[src/rtl/kalman_meas_scheduler_if.sv]
// rtl/kalman_meas_scheduler_if.sv - ADC, register-file and filter-core signals of kalman_meas_scheduler
interface kalman_meas_scheduler_if #(
    parameter int MEAS_W    = 14,
    parameter int OVR_CNT_W = 16
);
    logic signed [MEAS_W-1:0]    i_adc_data;
    logic                        i_adc_valid;
    logic [3:0]                  i_dec_log2;
    logic [31:0]                 i_kal_Q;
    logic [31:0]                 i_kal_R;
    logic                        i_cfg_wr;
    logic                        i_kal_done;
    logic signed [MEAS_W-1:0]    o_kal_meas;
    logic [31:0]                 o_kal_Q;
    logic [31:0]                 o_kal_R;
    logic                        o_kal_start;
    logic                        o_busy;
    logic [31:0]                 o_update_cnt;
    logic [OVR_CNT_W-1:0]        o_overrun_cnt;
    logic                        o_wdt_flag;

    modport master (
        output i_adc_data, i_adc_valid, i_dec_log2, i_kal_Q, i_kal_R, i_cfg_wr, i_kal_done,
        input  o_kal_meas, o_kal_Q, o_kal_R, o_kal_start, o_busy, o_update_cnt,
               o_overrun_cnt, o_wdt_flag
    );

    modport slave (
        input  i_adc_data, i_adc_valid, i_dec_log2, i_kal_Q, i_kal_R, i_cfg_wr, i_kal_done,
        output o_kal_meas, o_kal_Q, o_kal_R, o_kal_start, o_busy, o_update_cnt,
               o_overrun_cnt, o_wdt_flag
    );
endinterface

[src/rtl/kalman_meas_scheduler.sv]
// rtl/kalman_meas_scheduler.sv - ADC decimator and Kalman update launcher; KAL_SCHED_WDT_EN adds a WAIT watchdog
module kalman_meas_scheduler #(
    parameter int          MEAS_W       = 14,
    parameter int          MAX_DEC_LOG2 = 8,
    parameter logic [31:0] Q_RST        = 32'd5,
    parameter logic [31:0] R_RST        = 32'd10,
    parameter int          OVR_CNT_W    = 16,
    parameter int          WDT_CYCLES   = 4096
) (
    input  logic                     i_clk,
    input  logic                     i_rst_n,
    kalman_meas_scheduler_if.slave   bus
);
    localparam int         ACC_W = MEAS_W + MAX_DEC_LOG2;
    localparam int         CNT_W = MAX_DEC_LOG2 + 1;
    localparam logic [3:0] MAX_N = 4'(MAX_DEC_LOG2);

    localparam logic [1:0] S_IDLE   = 2'd0;
    localparam logic [1:0] S_LAUNCH = 2'd1;
    localparam logic [1:0] S_WAIT   = 2'd2;

    logic [1:0]               state;
    logic signed [ACC_W-1:0]  acc;
    logic signed [ACC_W-1:0]  acc_sum;
    logic [CNT_W-1:0]         cnt;
    logic [CNT_W-1:0]         cnt_nxt;
    logic [3:0]               n_lat;
    logic [3:0]               n_req;
    logic [3:0]               n_cur;
    logic                     win_done;
    logic signed [MEAS_W-1:0] avg;
    logic signed [MEAS_W-1:0] pend_data;
    logic                     pend_vld;
    logic                     take;
    logic [31:0]              stage_q;
    logic [31:0]              stage_r;
    logic                     cfg_pend;
    logic signed [MEAS_W-1:0] meas;
    logic [31:0]              kal_q;
    logic [31:0]              kal_r;
    logic                     start;
    logic [31:0]              upd_cnt;
    logic [OVR_CNT_W-1:0]     ovr_cnt;

    // The window exponent is sampled only on the first sample of a window.
    always_comb begin
        n_req    = (bus.i_dec_log2 > MAX_N) ? MAX_N : bus.i_dec_log2;
        n_cur    = (cnt == '0) ? n_req : n_lat;
        acc_sum  = acc + {{MAX_DEC_LOG2{bus.i_adc_data[MEAS_W-1]}}, bus.i_adc_data};
        cnt_nxt  = cnt + 1'b1;
        win_done = bus.i_adc_valid && (cnt_nxt == (CNT_W'(1) << n_cur));
        avg      = MEAS_W'(acc_sum >>> n_cur);
        take     = (state == S_IDLE) && pend_vld;
    end

    always_ff @(posedge i_clk or negedge i_rst_n) begin
        if (!i_rst_n) begin
            acc   <= '0;
            cnt   <= '0;
            n_lat <= '0;
        end else if (bus.i_adc_valid) begin
            if (cnt == '0)
                n_lat <= n_req;
            if (win_done) begin
                acc <= '0;
                cnt <= '0;
            end else begin
                acc <= acc_sum;
                cnt <= cnt_nxt;
            end
        end
    end

    // A window landing in the launch cycle refills the slot without counting as an overrun.
    always_ff @(posedge i_clk or negedge i_rst_n) begin
        if (!i_rst_n) begin
            pend_data <= '0;
            pend_vld  <= 1'b0;
            ovr_cnt   <= '0;
        end else if (win_done) begin
            pend_data <= avg;
            pend_vld  <= 1'b1;
            if (pend_vld && !take && (ovr_cnt != '1))
                ovr_cnt <= ovr_cnt + 1'b1;
        end else if (take) begin
            pend_vld <= 1'b0;
        end
    end

    always_ff @(posedge i_clk or negedge i_rst_n) begin
        if (!i_rst_n) begin
            stage_q  <= '0;
            stage_r  <= '0;
            cfg_pend <= 1'b0;
        end else if (bus.i_cfg_wr) begin
            stage_q  <= bus.i_kal_Q;
            stage_r  <= bus.i_kal_R;
            cfg_pend <= 1'b1;
        end else if (take) begin
            cfg_pend <= 1'b0;
        end
    end

`ifdef KAL_SCHED_WDT_EN
    localparam int WDT_W = $clog2(WDT_CYCLES + 1);
    logic [WDT_W-1:0] wdt_cnt;
    logic             wdt_flag;
`endif

    // Measurement and coefficients are registered on the take edge so they are valid alongside start.
    always_ff @(posedge i_clk or negedge i_rst_n) begin
        if (!i_rst_n) begin
            state   <= S_IDLE;
            start   <= 1'b0;
            meas    <= '0;
            kal_q   <= Q_RST;
            kal_r   <= R_RST;
            upd_cnt <= '0;
`ifdef KAL_SCHED_WDT_EN
            wdt_cnt  <= '0;
            wdt_flag <= 1'b0;
`endif
        end else begin
            start <= take;
            case (state)
                S_IDLE: begin
                    if (pend_vld) begin
                        state <= S_LAUNCH;
                        meas  <= pend_data;
                        if (cfg_pend) begin
                            kal_q <= stage_q;
                            kal_r <= stage_r;
                        end
                    end
                end
                S_LAUNCH: begin
                    state <= S_WAIT;
`ifdef KAL_SCHED_WDT_EN
                    wdt_cnt <= '0;
`endif
                end
                S_WAIT: begin
                    if (bus.i_kal_done) begin
                        state   <= S_IDLE;
                        upd_cnt <= upd_cnt + 32'd1;
                    end
`ifdef KAL_SCHED_WDT_EN
                    else if (wdt_cnt == WDT_W'(WDT_CYCLES - 1)) begin
                        state    <= S_IDLE;
                        wdt_flag <= 1'b1;
                    end else begin
                        wdt_cnt <= wdt_cnt + 1'b1;
                    end
`endif
                end
                default: state <= S_IDLE;
            endcase
        end
    end

`ifdef KAL_SCHED_WDT_EN
    assign bus.o_wdt_flag = wdt_flag;
`else
    // Constant 0: no watchdog in this build.
    assign bus.o_wdt_flag = (WDT_CYCLES < 0);
`endif

    assign bus.o_kal_meas    = meas;
    assign bus.o_kal_Q       = kal_q;
    assign bus.o_kal_R       = kal_r;
    assign bus.o_kal_start   = start;
    assign bus.o_busy        = (state != S_IDLE);
    assign bus.o_update_cnt  = upd_cnt;
    assign bus.o_overrun_cnt = ovr_cnt;
endmodule
[src/flat_wrapper.sv]
// flat-port wrapper written by rule: the top's interface ports become plain ports
module kalman_meas_scheduler_flat 
#(
    parameter int          MEAS_W       = 14,
    parameter int          MAX_DEC_LOG2 = 8,
    parameter logic [31:0] Q_RST        = 32'd5,
    parameter logic [31:0] R_RST        = 32'd10,
    parameter int          OVR_CNT_W    = 16,
    parameter int          WDT_CYCLES   = 4096
)
  (i_clk, i_rst_n, bus_i_adc_data, bus_i_adc_valid, bus_i_dec_log2, bus_i_kal_Q, bus_i_kal_R, bus_i_cfg_wr, bus_i_kal_done, bus_o_kal_meas, bus_o_kal_Q, bus_o_kal_R, bus_o_kal_start, bus_o_busy, bus_o_update_cnt, bus_o_overrun_cnt, bus_o_wdt_flag);
  kalman_meas_scheduler_if #(.MEAS_W(MEAS_W), .OVR_CNT_W(OVR_CNT_W)) bus_i ();
  input  logic i_clk;
  input  logic i_rst_n;
  input wire logic [$bits(bus_i.i_adc_data)-1:0] bus_i_adc_data;
  input wire logic [$bits(bus_i.i_adc_valid)-1:0] bus_i_adc_valid;
  input wire logic [$bits(bus_i.i_dec_log2)-1:0] bus_i_dec_log2;
  input wire logic [$bits(bus_i.i_kal_Q)-1:0] bus_i_kal_Q;
  input wire logic [$bits(bus_i.i_kal_R)-1:0] bus_i_kal_R;
  input wire logic [$bits(bus_i.i_cfg_wr)-1:0] bus_i_cfg_wr;
  input wire logic [$bits(bus_i.i_kal_done)-1:0] bus_i_kal_done;
  output wire logic [$bits(bus_i.o_kal_meas)-1:0] bus_o_kal_meas;
  output wire logic [$bits(bus_i.o_kal_Q)-1:0] bus_o_kal_Q;
  output wire logic [$bits(bus_i.o_kal_R)-1:0] bus_o_kal_R;
  output wire logic [$bits(bus_i.o_kal_start)-1:0] bus_o_kal_start;
  output wire logic [$bits(bus_i.o_busy)-1:0] bus_o_busy;
  output wire logic [$bits(bus_i.o_update_cnt)-1:0] bus_o_update_cnt;
  output wire logic [$bits(bus_i.o_overrun_cnt)-1:0] bus_o_overrun_cnt;
  output wire logic [$bits(bus_i.o_wdt_flag)-1:0] bus_o_wdt_flag;
  assign bus_i.i_adc_data = bus_i_adc_data;
  assign bus_i.i_adc_valid = bus_i_adc_valid;
  assign bus_i.i_dec_log2 = bus_i_dec_log2;
  assign bus_i.i_kal_Q = bus_i_kal_Q;
  assign bus_i.i_kal_R = bus_i_kal_R;
  assign bus_i.i_cfg_wr = bus_i_cfg_wr;
  assign bus_i.i_kal_done = bus_i_kal_done;
  assign bus_o_kal_meas = bus_i.o_kal_meas;
  assign bus_o_kal_Q = bus_i.o_kal_Q;
  assign bus_o_kal_R = bus_i.o_kal_R;
  assign bus_o_kal_start = bus_i.o_kal_start;
  assign bus_o_busy = bus_i.o_busy;
  assign bus_o_update_cnt = bus_i.o_update_cnt;
  assign bus_o_overrun_cnt = bus_i.o_overrun_cnt;
  assign bus_o_wdt_flag = bus_i.o_wdt_flag;
  kalman_meas_scheduler #(.MEAS_W(MEAS_W), .MAX_DEC_LOG2(MAX_DEC_LOG2), .Q_RST(Q_RST), .R_RST(R_RST), .OVR_CNT_W(OVR_CNT_W), .WDT_CYCLES(WDT_CYCLES)) u_core (.i_clk(i_clk), .i_rst_n(i_rst_n), .bus(bus_i));
endmodule
[config.mk]
export PLATFORM = sky130hd
export DESIGN_NAME = kalman_meas_scheduler_flat
export DESIGN_NICKNAME = d
export VERILOG_FILES = /design/src/rtl/kalman_meas_scheduler_if.sv /design/src/rtl/kalman_meas_scheduler.sv /design/src/flat_wrapper.sv
export SDC_FILE = /design/constraint.sdc
export NUM_CORES = 1
export LEC_CHECK = 0
export CAP_MARGIN = 25
export CORE_MARGIN = 3
export CORE_UTILIZATION = 40
export CTS_CLUSTER_SIZE = 16
export DETAILED_ROUTE_END_ITERATION = 7
export GPL_ROUTABILITY_DRIVEN = 0
export GPL_TIMING_DRIVEN = 0
export PLACE_DENSITY_LB_ADDON = 0.2
export RECOVER_POWER = 50
export SYNTH_ARGS = -nofsm -noshare
export SYNTH_HDL_FRONTEND = slang
export SYNTH_SLANG_ARGS = --single-unit
export TNS_END_PERCENT = 10
[constraint.sdc]
create_clock -name i_clk -period 6.99 [get_ports i_clk]
set_input_delay 1.398 -clock i_clk [delete_from_list [all_inputs] [get_ports i_clk]]
set_output_delay 1.398 -clock i_clk [all_outputs]
set_load 0.01 [all_outputs]
## Yosys cells after proc, flatten, opt, wreduce, memory -nomap -nowiden

Cells that the tools add are included.

| storage, ports and cells | value |
|---|---|
| input port bits | 87 |
| output and inout bits | 129 |
| latch bits | 0 |
| bits in read-only memories | 0 |
| memories | 0 |
| memory bits (writable) | 0 |
| bits in registers | 244 |
| logic and storage cells | 53 |

| cells by class | value |
|---|---|
| $add $sub $neg | 4 |
| order comparisons | 1 |
| reductions and logical operators | 15 |
| $mul | 0 |
| mux-type cells | 10 |
| div/mod/pow operators | 0 |
| equality and inequality tests | 6 |
| bitwise logic cells | 0 |
| shift-type cells | 2 |

Operators by type and width:

| kind | count |
|---|---|
| 32-bit by 1-bit adder with 32-bit output (second input constant) | 1 |
| 22-bit adder | 1 |
| 22-bit two-way mux | 1 |
| 22-bit by 4-bit >>> shifter with 14-bit output | 1 |
| 16-bit by 1-bit adder with 16-bit output (second input constant) | 1 |
| 16-bit inequality test (second input constant) | 1 |
| 9-bit by 1-bit adder with 9-bit output (second input constant) | 1 |
| 9-bit == test | 1 |
| 9-bit zero test | 1 |
| 9-bit two-way mux | 1 |
| 1-bit by 4-bit << shifter with 9-bit output (first input constant) | 1 |
| 4-bit two-way mux | 2 |
| 2-bit AND reduction | 4 |
| 2-bit case mux with 3 select lines | 1 |
| 2-bit nonzero test | 3 |
| 4-bit > comparator (second input constant) | 1 |
| 1-bit logical AND | 4 |
| 2-bit two-way mux | 2 |
| 1-bit two-way mux | 3 |
| 3-bit AND reduction | 1 |
| 2-bit by 1-bit == test with 1-bit output (second input constant) | 1 |
| 2-bit == test (second input constant) | 1 |
| 2-bit zero test | 1 |
| 2-bit by 1-bit inequality test with 1-bit output (second input constant) | 1 |
| other kinds (2) | 2 |

## Depth between registers and ports, before layout

| depth | value |
|---|---|
| word-level depth | 7 |
| gate-level depth with buffers | 13 |
| gate-level depth less buffers | 10 |

## Worst setup path before layout

Ideal clock, no wire load.

| timing | value |
|---|---|
| path type | in2reg |
| start point | in bus_i_adc_data[0] |
| end point | reg u_core.pend_data[2] |
| buffers on the path | 1 |
| data arrival time | 3.966 ns |
| stages | 11 |
| required time | 6.842 ns |
| path slack | 2.876 ns |
| library setup time | 0.148 ns |
| cells stage by stage | ha_1 -> fa_1 -> a21o_1 -> a211o_1 -> a2111o_1 -> and4_1 -> buf_1 -> a221oi_1 -> nor2_1 -> o311ai_0 -> o221ai_1 |

| on the way | value |
|---|---|
| cells in the longest elaborated chain, start to end | 2 |

Ends and longest elaborated chain:

| element | RTL line | RTL |
|---|---|---|
| start, declared | flat_wrapper.sv:15 | `input wire logic [$bits(bus_i.i_adc_data)-1:0] bus_i_adc_data;` |
| 22-bit adder | kalman_meas_scheduler.sv:49 | `acc_sum = acc + {{MAX_DEC_LOG2{bus.i_adc_data[MEAS_W-1]}}, bus.i_adc_data};` |
| 22-bit by 4-bit >>> shifter with 14-bit output | kalman_meas_scheduler.sv:52 | `avg = MEAS_W'(acc_sum >>> n_cur);` |
| end signal, assigned | kalman_meas_scheduler.sv:81 | `pend_data <= avg;` |
| end, declared | kalman_meas_scheduler.sv:32 | `logic signed [MEAS_W-1:0] pend_data;` |

No other way between the ends.
A chain may end at the register's enable or synchronous reset.

==> reports/results.txt <==
Boundary pin count: 216
Final Cycle Share: 0.738
Setup TNS: 0 ns
Vias in the first global route: 10.1k
Worst Path Arrival: 5.47 ns
# Post-CTS Setup Buffers: 0
Final Non-Filler Cells: 1832
Setup WS post-layout: 1.83 ns
Mapped cell area: 12600 um2
Synth Net Count: 1281
Failing checks: capacitance limit, slew limit
Setup violators final: 0
WP buf/inv: 2
PortBufs: 213
Clk buf depth: 3
Placed insts: 1780
Detailed-route via count: 10.2k
Die area: 33700 um2
Vias per inst: 5.57
Placed wire-length estimate: 25700 um
Row count: 64
Clk sinks: 244
DIE HEIGHT: 184 um
CP peak stage delay: 2.33 ns
Clock slew at reported path FFs: 0.06 ns
Post-synth ARST share: 1.00
Mapped Avg Cell Area: 10.8 um2
Sequential area share after synthesis: 0.485
Antenna viol nets, final: 0
Layout cells sized above 1: 0.162
Post-synth EDFFs: 0
Initial Util: 0.409
Fin crit period: 5.16 ns
CTS buffer count: 28
Number of synthesized register bits: 244
Cell family contributing the most delay on the critical path: buffers and inverters
Yosys cell types: 80
RR Startpoint: u_core.acc[9]
Required @ worst endpoint: 7.30 ns
Layout overhead on the synthesized area: 28.7%
Startpoint types: input port
Clock Tree Root: clkbuf_16
Fin. Hold Viols: 0
Worst r2r dst: u_core.pend_data[1]
Post-Route WL: 34600 um
Pin count of the biggest net entering global routing: 108
GRT Overall Usage: 0.202
Hold-fix buffers, CTS: 0
Top FF cell, synth: dfrtp_1
CTS tree: yes
Max-cap violations: 2
CTS resizes: 0
First-pass GRT wire length: 55500 um
Pre-CTS setup slack: 1.46 ns
DR WL/cell: 18.9 um
Ant diodes: 0
First-pass DRT Iterations: 8
Fin. max-slew vios: 140
Core Area: 30800 um2
Outcome: complete, but fails checks
Die span in x: 184 um
Final hold slack: 0.469 ns
R2R Setup Slk: 3.07 ns
Worst slew margin: -1.25
Remaining DRCs: 0
Crit path to: u_core.stage_q[30]
Ys Warns: 0
Total power: 6.76 mW
Clock Skews: 0.0332 ns
Slowest stage cell on the critical path: clkbuf_1
Power per cell area: 416 nW/um2
CP endpoint kind: async pin
Detailed Route Iter0 Violations: 676
Remaining global-route overflow: 0
Max Fclk: 194 MHz
VDD IR-drop max: 0.205 mV
Unrepaired setup endpoints after global routing: no
R2R cell count: 10
Critical path depth: 2
Htree depth: 1
Total Nets Final: 1527
Initial antenna violation count: 0
CP startpoint: i_rst_n
Static leakage: 6.93 nW
Worst-path maximum fanout: 78
Hold Crit Class: reg -> reg
Crit Path Class: in -> async
Gate Count Post-Synth: 1168
Crit-path cells: clkbuf_1 -> clkbuf_2
Slew @ Worst Pin: 3.37 ns
Clock insertion delay at the later pin of the skew report: 0.56 ns
-- final cells by class --
class	instances	area, um2
repair buffers	216	2160
well taps	396	495
inverters	40	150
flip-flops and latches	244	6110
clock inverters	14	175
fillers	2778	14600
clock buffers	38	788
multi-input cells	816	6050
plain buffers	68	298
-- state kept, by name (all words and copies together) (netlist names) --
name,count
u_core.bus.o_kal_meas,14
u_core.bus.o_kal_R,32
u_core.bus.o_overrun_cnt,16
u_core.pend_data,14
u_core.pend_vld,1
u_core.bus.o_update_cnt,32
u_core.stage_q,32
u_core.n_lat,4
u_core.acc,22
u_core.state,2
u_core.cnt,9
u_core.cfg_pend,1
u_core.bus.o_kal_Q,32
u_core.bus.o_kal_start,1
u_core.stage_r,32
-- metrics by stage --
stage	utilization	area (um2)
floorplan	-	12600
detailed placement	0.496	15300
finish	0.527	16200
global placement	0.494	15200
global route	0.527	16200
CTS	0.528	16300
-- logic make-up after synthesis --
logic type / synth area share
muxes: 0.152
DFF: 0.485
buffers and inverters: 0.0355
other: 0.000297
AOI/OAI and AO/OA: 0.136
and+or+nand+nor: 0.119
adders and majority gates: 0.0264
xor gates and xnor gates: 0.0465
-- worst register-to-register path, stage by stage (launching register included) --
cell	delay, ns
dfrtp_1	0.38
ha_1	0.27
clkbuf_1	0.32
nand4_1	0.19
nor2_1	0.40
a311oi_1	0.18
a311oi_1	0.92
mux2i_1	0.40
a211oi_1	0.44
o21ai_0	0.16
a31oi_1	0.20
-- cells in the mapped netlist (all sizes together), types with 21 or more instances --
master,count,area share
dfrtp,240,0.48
nor2,61,0.018
nand3,40,0.016
mux2,153,0.14
ha,25,0.025
inv,40,0.012
a21oi,54,0.021
o21ai,31,0.013
o22ai,27,0.013
clkbuf,52,0.016
a211oi,21,0.013
and3,27,0.013
nand2,94,0.028
xnor2,47,0.033
-- how the worst min path moves through the flow --
stage,from,end,slack [ns],depth (start not counted)
2_1_floorplan,u_core.pend_data[0],u_core.pend_data[0],0.44,2
3_3_place_gp,u_core.bus.o_update_cnt[31],u_core.bus.o_update_cnt[31],0.46,1
3_5_place_dp,u_core.bus.o_update_cnt[31],u_core.bus.o_update_cnt[31],0.46,1
4_1_cts,u_core.bus.o_update_cnt[31],u_core.bus.o_update_cnt[31],0.47,1
5_1_grt,u_core.bus.o_update_cnt[31],u_core.bus.o_update_cnt[31],0.48,1
6_report,u_core.bus.o_update_cnt[31],u_core.bus.o_update_cnt[31],0.47,1
-- cells in the final DEF, fill, tap and decap left out, types with 20 or more instances in the layout --
master | synthesis | final
o21ai_0 | 24 | 24
xnor2_1 | 47 | 47
xor2_1 | 20 | 20
clkbuf_16 | 0 | 28
inv_1 | 40 | 40
mux2_2 | 152 | 152
o22ai_1 | 27 | 27
a21oi_1 | 54 | 54
ha_1 | 25 | 25
and3_1 | 27 | 27
a211oi_1 | 20 | 20
nor2_1 | 61 | 61
clkbuf_1 | 51 | 58
dfrtp_1 | 240 | 240
clkdlybuf4s50_1 | 0 | 211
nand2_1 | 93 | 93
nand3_1 | 40 | 40
-- report_power, final --
| part | total [mW] | switching [mW] | internal [mW] | leakage, nW |
|---|---|---|---|---|
| sequential | 2.02 | 0.222 | 1.80 | 3.06 |
| clock | 1.51 | 0.605 | 0.903 | 0.472 |
| combinational | 3.23 | 1.84 | 1.39 | 3.40 |
-- layer usage --
metal	wire (um)	track usage	vias to the layer above	part of all wire
li1	-	-	4793	-
met1	15500	0.284	4964	0.45
met2	16100	0.331	395	0.46
met3	2240	0.0285	54	0.065
met4	788	0.0500	0	0.023
met5	0	0	-	0
Note: power is estimated with default switching activity, not from simulation.
